===== config.mk =====
export PLATFORM = sky130hd
export DESIGN_NAME = fmr_fault_mgr_flat
export DESIGN_NICKNAME = d
export VERILOG_FILES = /design/src/rtl/fmr_fault_mgr_if.sv /design/src/rtl/fmr_fault_mgr.sv /design/src/flat_wrapper.sv
export SDC_FILE = /design/constraint.sdc
export NUM_CORES = 1
export LEC_CHECK = 0
export BUFFER_PORTS_ARGS = -buffer_cell sky130_fd_sc_hd__buf_2
export CORE_MARGIN = 1
export CORE_UTILIZATION = 57
export DETAILED_ROUTE_END_ITERATION = 6
export PLACE_DENSITY_LB_ADDON = 0.1
export RECOVER_POWER = 50
export REMOVE_ABC_BUFFERS = 1
export SETUP_SLACK_MARGIN = 0.1
export SLEW_MARGIN = 20
export SYNTH_ARGS = -nofsm -noshare
export SYNTH_HDL_FRONTEND = slang
export SYNTH_SLANG_ARGS = --single-unit
export TNS_END_PERCENT = 20

===== constraint.sdc =====
create_clock -name clk -period 2.1 [get_ports clk]
set_input_delay 0.315 -clock clk [delete_from_list [all_inputs] [get_ports clk]]
set_output_delay 0.315 -clock clk [all_outputs]
set_load 0.05 [all_outputs]

===== src/rtl/fmr_fault_mgr_if.sv =====
// rtl/fmr_fault_mgr_if.sv - mismatch latch / fault manager signal bundle
interface fmr_fault_mgr_if #(
   parameter int CNT_W = 8
);
   logic             g;
   logic             gn;
   logic             ack;
   logic             r;
   logic             fault;
   logic             illegal;
   logic [3:0]       hits;
   logic [CNT_W-1:0] err_cnt;

   modport master (
      output g, gn, ack,
      input  r, fault, illegal, hits, err_cnt
   );

   modport slave (
      input  g, gn, ack,
      output r, fault, illegal, hits, err_cnt
   );
endinterface


===== src/rtl/fmr_fault_mgr.sv =====
// rtl/fmr_fault_mgr.sv - clears the mismatch latch, classifies transient vs persistent, escalates to sticky fault
module fmr_fault_mgr #(
   parameter int THRESH   = 3,
   parameter int CLR_HOLD = 2,
   parameter int WIN      = 8,
   parameter int CNT_W    = 8
) (
   input logic           clk,
   input logic           rst,
   fmr_fault_mgr_if.slave bus
);
   typedef enum logic [2:0] {
      IDLE  = 3'd0,
      CLEAR = 3'd1,
      WAIT  = 3'd2,
      FAULT = 3'd3
   } state_t;

   localparam logic [4:0]       THRESH_V = 5'(THRESH);
   localparam logic [3:0]       THRESH_H = 4'(THRESH);
   localparam logic [3:0]       HOLD_V   = 4'(CLR_HOLD);
   localparam logic [7:0]       WIN_V    = 8'(WIN);
   localparam logic [CNT_W-1:0] CNT_MAX  = '1;

   state_t           state;
   logic [3:0]       hold_cnt;
   logic [7:0]       win_cnt;
   logic             r_q;
   logic             fault_q;
   logic             illegal_q;
   logic [3:0]       hits_q;
   logic [CNT_W-1:0] err_cnt_q;

   logic             mismatch;
   logic             enc_bad;
   logic [4:0]       hits_inc;

   // 10 and 11 both mean the latch holds a mismatch; 00 is a broken pair
   assign mismatch = bus.g;
   assign enc_bad  = ~bus.g & ~bus.gn;
   assign hits_inc = {1'b0, hits_q} + 5'd1;

   assign bus.r       = r_q;
   assign bus.fault   = fault_q;
   assign bus.illegal = illegal_q;
   assign bus.hits    = hits_q;
   assign bus.err_cnt = err_cnt_q;

   always_ff @(posedge clk) begin
      if (rst) begin
         state     <= IDLE;
         hold_cnt  <= '0;
         win_cnt   <= '0;
         r_q       <= 1'b0;
         fault_q   <= 1'b0;
         illegal_q <= 1'b0;
         hits_q    <= '0;
         err_cnt_q <= '0;
      end else begin
         if (enc_bad) begin
            illegal_q <= 1'b1;
         end else if (bus.ack) begin
            illegal_q <= 1'b0;
         end

         case (state)
            IDLE: begin
               r_q <= 1'b0;
               if (mismatch) begin
                  state    <= CLEAR;
                  r_q      <= 1'b1;
                  hold_cnt <= 4'd1;
                  hits_q   <= 4'd1;
               end
            end

            CLEAR: begin
               if (hold_cnt >= HOLD_V) begin
                  state    <= WAIT;
                  r_q      <= 1'b0;
                  hold_cnt <= '0;
                  win_cnt  <= 8'd1;
               end else begin
                  hold_cnt <= hold_cnt + 4'd1;
               end
            end

            WAIT: begin
               // win_cnt==1 is the settle sample: the latch still shows pre-clear data
               if (win_cnt != 8'd1 && mismatch) begin
                  if (hits_inc >= THRESH_V) begin
                     state   <= FAULT;
                     fault_q <= 1'b1;
                     hits_q  <= THRESH_H;
                     if (err_cnt_q != CNT_MAX) begin
                        err_cnt_q <= err_cnt_q + 1'b1;
                     end
                  end else begin
                     state    <= CLEAR;
                     r_q      <= 1'b1;
                     hold_cnt <= 4'd1;
                     hits_q   <= hits_inc[3:0];
                  end
               end else if (win_cnt >= WIN_V) begin
                  state  <= IDLE;
                  hits_q <= '0;
               end else begin
                  win_cnt <= win_cnt + 8'd1;
               end
            end

            FAULT: begin
               r_q <= 1'b0;
               if (bus.ack) begin
                  state    <= CLEAR;
                  fault_q  <= 1'b0;
                  r_q      <= 1'b1;
                  hold_cnt <= 4'd1;
                  hits_q   <= 4'd1;
               end
            end

            default: begin
               state    <= IDLE;
               r_q      <= 1'b0;
               fault_q  <= 1'b0;
               hits_q   <= '0;
               hold_cnt <= '0;
               win_cnt  <= '0;
            end
         endcase
      end
   end
endmodule


===== src/flat_wrapper.sv =====
// flat-port wrapper written by rule: the top's interface ports become plain ports
module fmr_fault_mgr_flat 
#(
   parameter int THRESH   = 3,
   parameter int CLR_HOLD = 2,
   parameter int WIN      = 8,
   parameter int CNT_W    = 8
)
  (clk, rst, bus_g, bus_gn, bus_ack, bus_r, bus_fault, bus_illegal, bus_hits, bus_err_cnt);
  fmr_fault_mgr_if #(.CNT_W(CNT_W)) bus_i ();
  input logic clk;
  input logic rst;
  input wire logic [$bits(bus_i.g)-1:0] bus_g;
  input wire logic [$bits(bus_i.gn)-1:0] bus_gn;
  input wire logic [$bits(bus_i.ack)-1:0] bus_ack;
  output wire logic [$bits(bus_i.r)-1:0] bus_r;
  output wire logic [$bits(bus_i.fault)-1:0] bus_fault;
  output wire logic [$bits(bus_i.illegal)-1:0] bus_illegal;
  output wire logic [$bits(bus_i.hits)-1:0] bus_hits;
  output wire logic [$bits(bus_i.err_cnt)-1:0] bus_err_cnt;
  assign bus_i.g = bus_g;
  assign bus_i.gn = bus_gn;
  assign bus_i.ack = bus_ack;
  assign bus_r = bus_i.r;
  assign bus_fault = bus_i.fault;
  assign bus_illegal = bus_i.illegal;
  assign bus_hits = bus_i.hits;
  assign bus_err_cnt = bus_i.err_cnt;
  fmr_fault_mgr #(.THRESH(THRESH), .CLR_HOLD(CLR_HOLD), .WIN(WIN), .CNT_W(CNT_W)) u_core (.clk(clk), .rst(rst), .bus(bus_i));
endmodule

==> out/results.md <==
| Parameter | This run |
|:---|:---|
| Outcome | finished clean |
| Predominant post-synthesis flop cell | dfxtp_1 |
| Number of buffers created by CTS | 5 |
| Leakage power summed over all cells | 0.733 nW |
| Area of the mapped netlist | 1610 um^2 |
| Total of flip-flops plus latches after synthesis | 29 |
| Later-pin clock latency in the skew report | 340 ps |
| Effective utilization at floorplan | 62.9% |
| Final net count | 238 |
| Commonest cells after routing, fill and taps aside | 29 x dfxtp_1, 21 x nor2_1, 18 x clkbuf_1, 16 x nand2_1, 13 x inv_1 |
| End-of-flow core utilization | 73.0% |
| Average wire per standard cell | 13.8 um |
| Total DRC errors in the routed layout | 0 |
| Peak clock frequency supported by timing | 0.508 GHz |
| Fillers | 217 |
| Clock slew at the register clock pins of the worst setup and hold paths | 100 ps |
| Deepest clock path buffer count | 2 |
| Hold Slack | 276 ps |
| Routed Antenna Nets | 0 |
| Commonest non-fill, non-tap cell in the layout | dfxtp_1 |
| Worst-Margin Slew | 625 ps |
| Final WL | 3.47 mm |
| Switch share | 38.9% |
| Logic pwr share | 40.5% |
| Global placer's final weighted congestion | 0.791 |
| Final HPWL DP | 2.55 mm |
| Headroom to the max-slew limit | 58.5% |
| Synth unique cells | 48 |
| Number of standard cells after synthesis | 190 |
| Post-route clock skew | 12.1 ps |
| Endpoints failing setup | 0 |
| Reg-to-reg startpoint | u_core.win_cnt[1] |
| Number of warnings issued by yosys | 0 |
| Start point of the critical path | u_core.win_cnt[1] |
| Chip height | 55.2 um |
| Endpoint of the lowest-slack register-to-register path | u_core.bus.err_cnt[5] |
| Final Slew Violations | 0 |
| Final period util | 93.7% |
| Clk Tree Root Cell | clkbuf_4 |
| Number of synthesized flops with an enable pin | 0 |
| Area of the multi-input gates | 982 um^2 |
| Global-route wire length before repair | 6.05 mm |
| Highest net fanout along the worst path | 5 |
| Total design power | 1.93 mW |
| Die area | 3050 um^2 |
| Die width | 55.2 um |
| Final period demand of the worst path | 1970 ps |
| DRC violation total after the first TritonRoute iteration | 40 |
| Proportion of synthesized chip area in sequential cells | 36.0% |
| Power density cells | 1030 nW/um^2 |
| Global route overflow | 0 |
| CTS H-Tree Depth | 2 |
| Unrepaired setup endpoints after global routing | yes |
| Critical Path End Type | flip-flop |
| Post-synthesis async set-or-reset flop share | 0% |
| Antenna violations before repair | 0 |
| Ratio of cells with drive above 1 in the final layout | 14.0% |
| Sinks on the clock net | 29 |
| Synthesized area per cell | 8.49 um^2 |
| Crit path arrival time | 2210 ps |
| Maximum number of pins on one net before global-route repair | 13 |
| Hold path startpoint | bus_gn |
| Endpoint of the worst setup timing path | u_core.bus.err_cnt[5] |
| Detailed-router iteration count before antenna repair | 4 |
| Worst-case vdd ir drop | 0.000948 V |
| Maximum Capacitance Violations | 0 |
| Hold violation total from the final report | 0 |
| Cell internal power dissipation | 1.18 mW |
| Number of core rows | 18 |
| Num ports | 20 |
| TritonCTS clock tree | done |
| Critical path startpoint category | flip-flop |
| Standard cell core area | 2570 um^2 |
| Sequential fraction of design power | 34.5% |
| Flip-flop and latch area | 581 um^2 |
| Global routing usage summed across all routing layers | 25.0% |
| Worst hold path stage count | 4 |
| Number of cells on the worst reg-to-reg path | 7 |
| Vias per cell | 5.87 |
| Required @ worst endpoint | 2340 ps |
| Post-cts hold buffer count | 0 |
| Flop-to-flop setup slack | 130 ps |
| Switching component of the power | 752 uW |
| Crit Path Category | reg2reg |
| Vias in the first global route | 1,414 |
| Diodes inserted | 0 |
| # port buffers | 19 |
| Synthesis-to-layout area growth | 16.0% |
| Clk pwr share | 25.0% |
| Worst min-delay path category | in2reg |
| Routed vias | 1,480 |
| Setup Buffers After CTS | 0 |
synthesized netlist by cell type (3+ instances only):
master / instances / area, um^2
or3_1: 6 / 37.5
nor2b_1: 4 / 25.0
a21oi_1: 10 / 50.1
a211oi_1: 4 / 30.0
nor2_1: 21 / 78.8
clkbuf_1: 3 / 11.3
nor3b_1: 3 / 22.5
inv_1: 13 / 48.8
nand2_1: 16 / 60.1
ha_1: 12 / 150
dfxtp_1: 29 / 581
nand3_1: 6 / 30.0
o21ai_0: 7 / 35.0
a211o_1: 3 / 26.3
nor3_1: 8 / 40.0
mux2i_1: 3 / 30.0
nand2b_1: 4 / 25.0
cell type report:
| cell class | count | area share [%] |
|---|---|---|
| sequential | 29 | 31.0 |
| clock buffer | 7 | 2.94 |
| timing repair buffer | 28 | 7.41 |
| clock inverter | 1 | 1.60 |
| inverter | 13 | 2.61 |
| tap | 30 | 2.00 |
| multi-input combinational | 144 | 52.4 |
timing repair:
| item | CTS | global route |
|---|---|---|
| endpoints found under the setup margin | 1 | 19 |
| resized for setup | 1 | 4 |
| hold endpoints to repair | 0 | 0 |
| cloned | 0 | 0 |
worst min-delay path by stage:
stage                            end  slack, ps
6_report          u_core.bus.illegal        280
3_5_place_dp       u_core.win_cnt[4]        460
4_1_cts           u_core.bus.illegal        270
3_3_place_gp       u_core.win_cnt[7]        450
2_1_floorplan  u_core.bus.err_cnt[2]        380
5_1_grt           u_core.bus.illegal        260
registers in the layout (all words and copies together) (netlist names):
register            count
u_core.bus.err_cnt      8
u_core.win_cnt          8
u_core.bus.hits         4
u_core.hold_cnt         4
u_core.state            2
u_core.bus.fault        1
u_core.bus.illegal      1
u_core.bus.r            1
critical path: stages, from the launching register on:
cell and delay (ps):
dfxtp_1 390, inv_1 90, ha_1 190, or4b_4 210
o211ai_2 80, o21bai_2 240, nor4b_1 310, mux2_2 360
through the flow:
stage	cells	cell area, um^2	setup slack [ps]	TNS [ps]
2_1_floorplan	186	1590	-290	-721
3_3_place_gp	244	1790	171	0
3_5_place_dp	244	1790	96.7	0
4_1_cts	252	1880	125	0
5_1_grt	252	1870	14.1	0
6_report	252	1870	132	0
power by group through the flow:
stage,sequential (mW),clock (mW),combinational (mW)
2_1_floorplan,0.752,0,0.467
3_3_place_gp,0.670,0,0.745
3_5_place_dp,0.674,0,0.764
4_1_cts,0.664,0.492,0.773
5_1_grt,0.677,0.514,0.868
6_report,0.667,0.483,0.784
cells by family (layout without fill, tap and decap cells):
logic type | after synthesis | count (layout) | synth area share, %
xor gates and xnor gates | 3 | 3 | 1.63
buffers and inverters | 17 | 49 | 4.42
and+or+nand+nor | 81 | 81 | 26.7
AOI/OAI and AO/OA | 42 | 42 | 17.8
muxes | 6 | 6 | 4.19
adders and majority gates | 12 | 12 | 9.30
DFF | 29 | 29 | 36.0
layer usage:
layer  routed length (um)  up-vias  GRT usage, %  part of all wire, %
met5                    0        -             0                    0
li1                     -      742             -                    -
met1                 1550      702          29.7                   45
met2                 1710       29          40.8                   49
met3                  155        7          7.96                  4.5
met4                   59        0          12.1                  1.7
(Power assumes the default switching activity.)
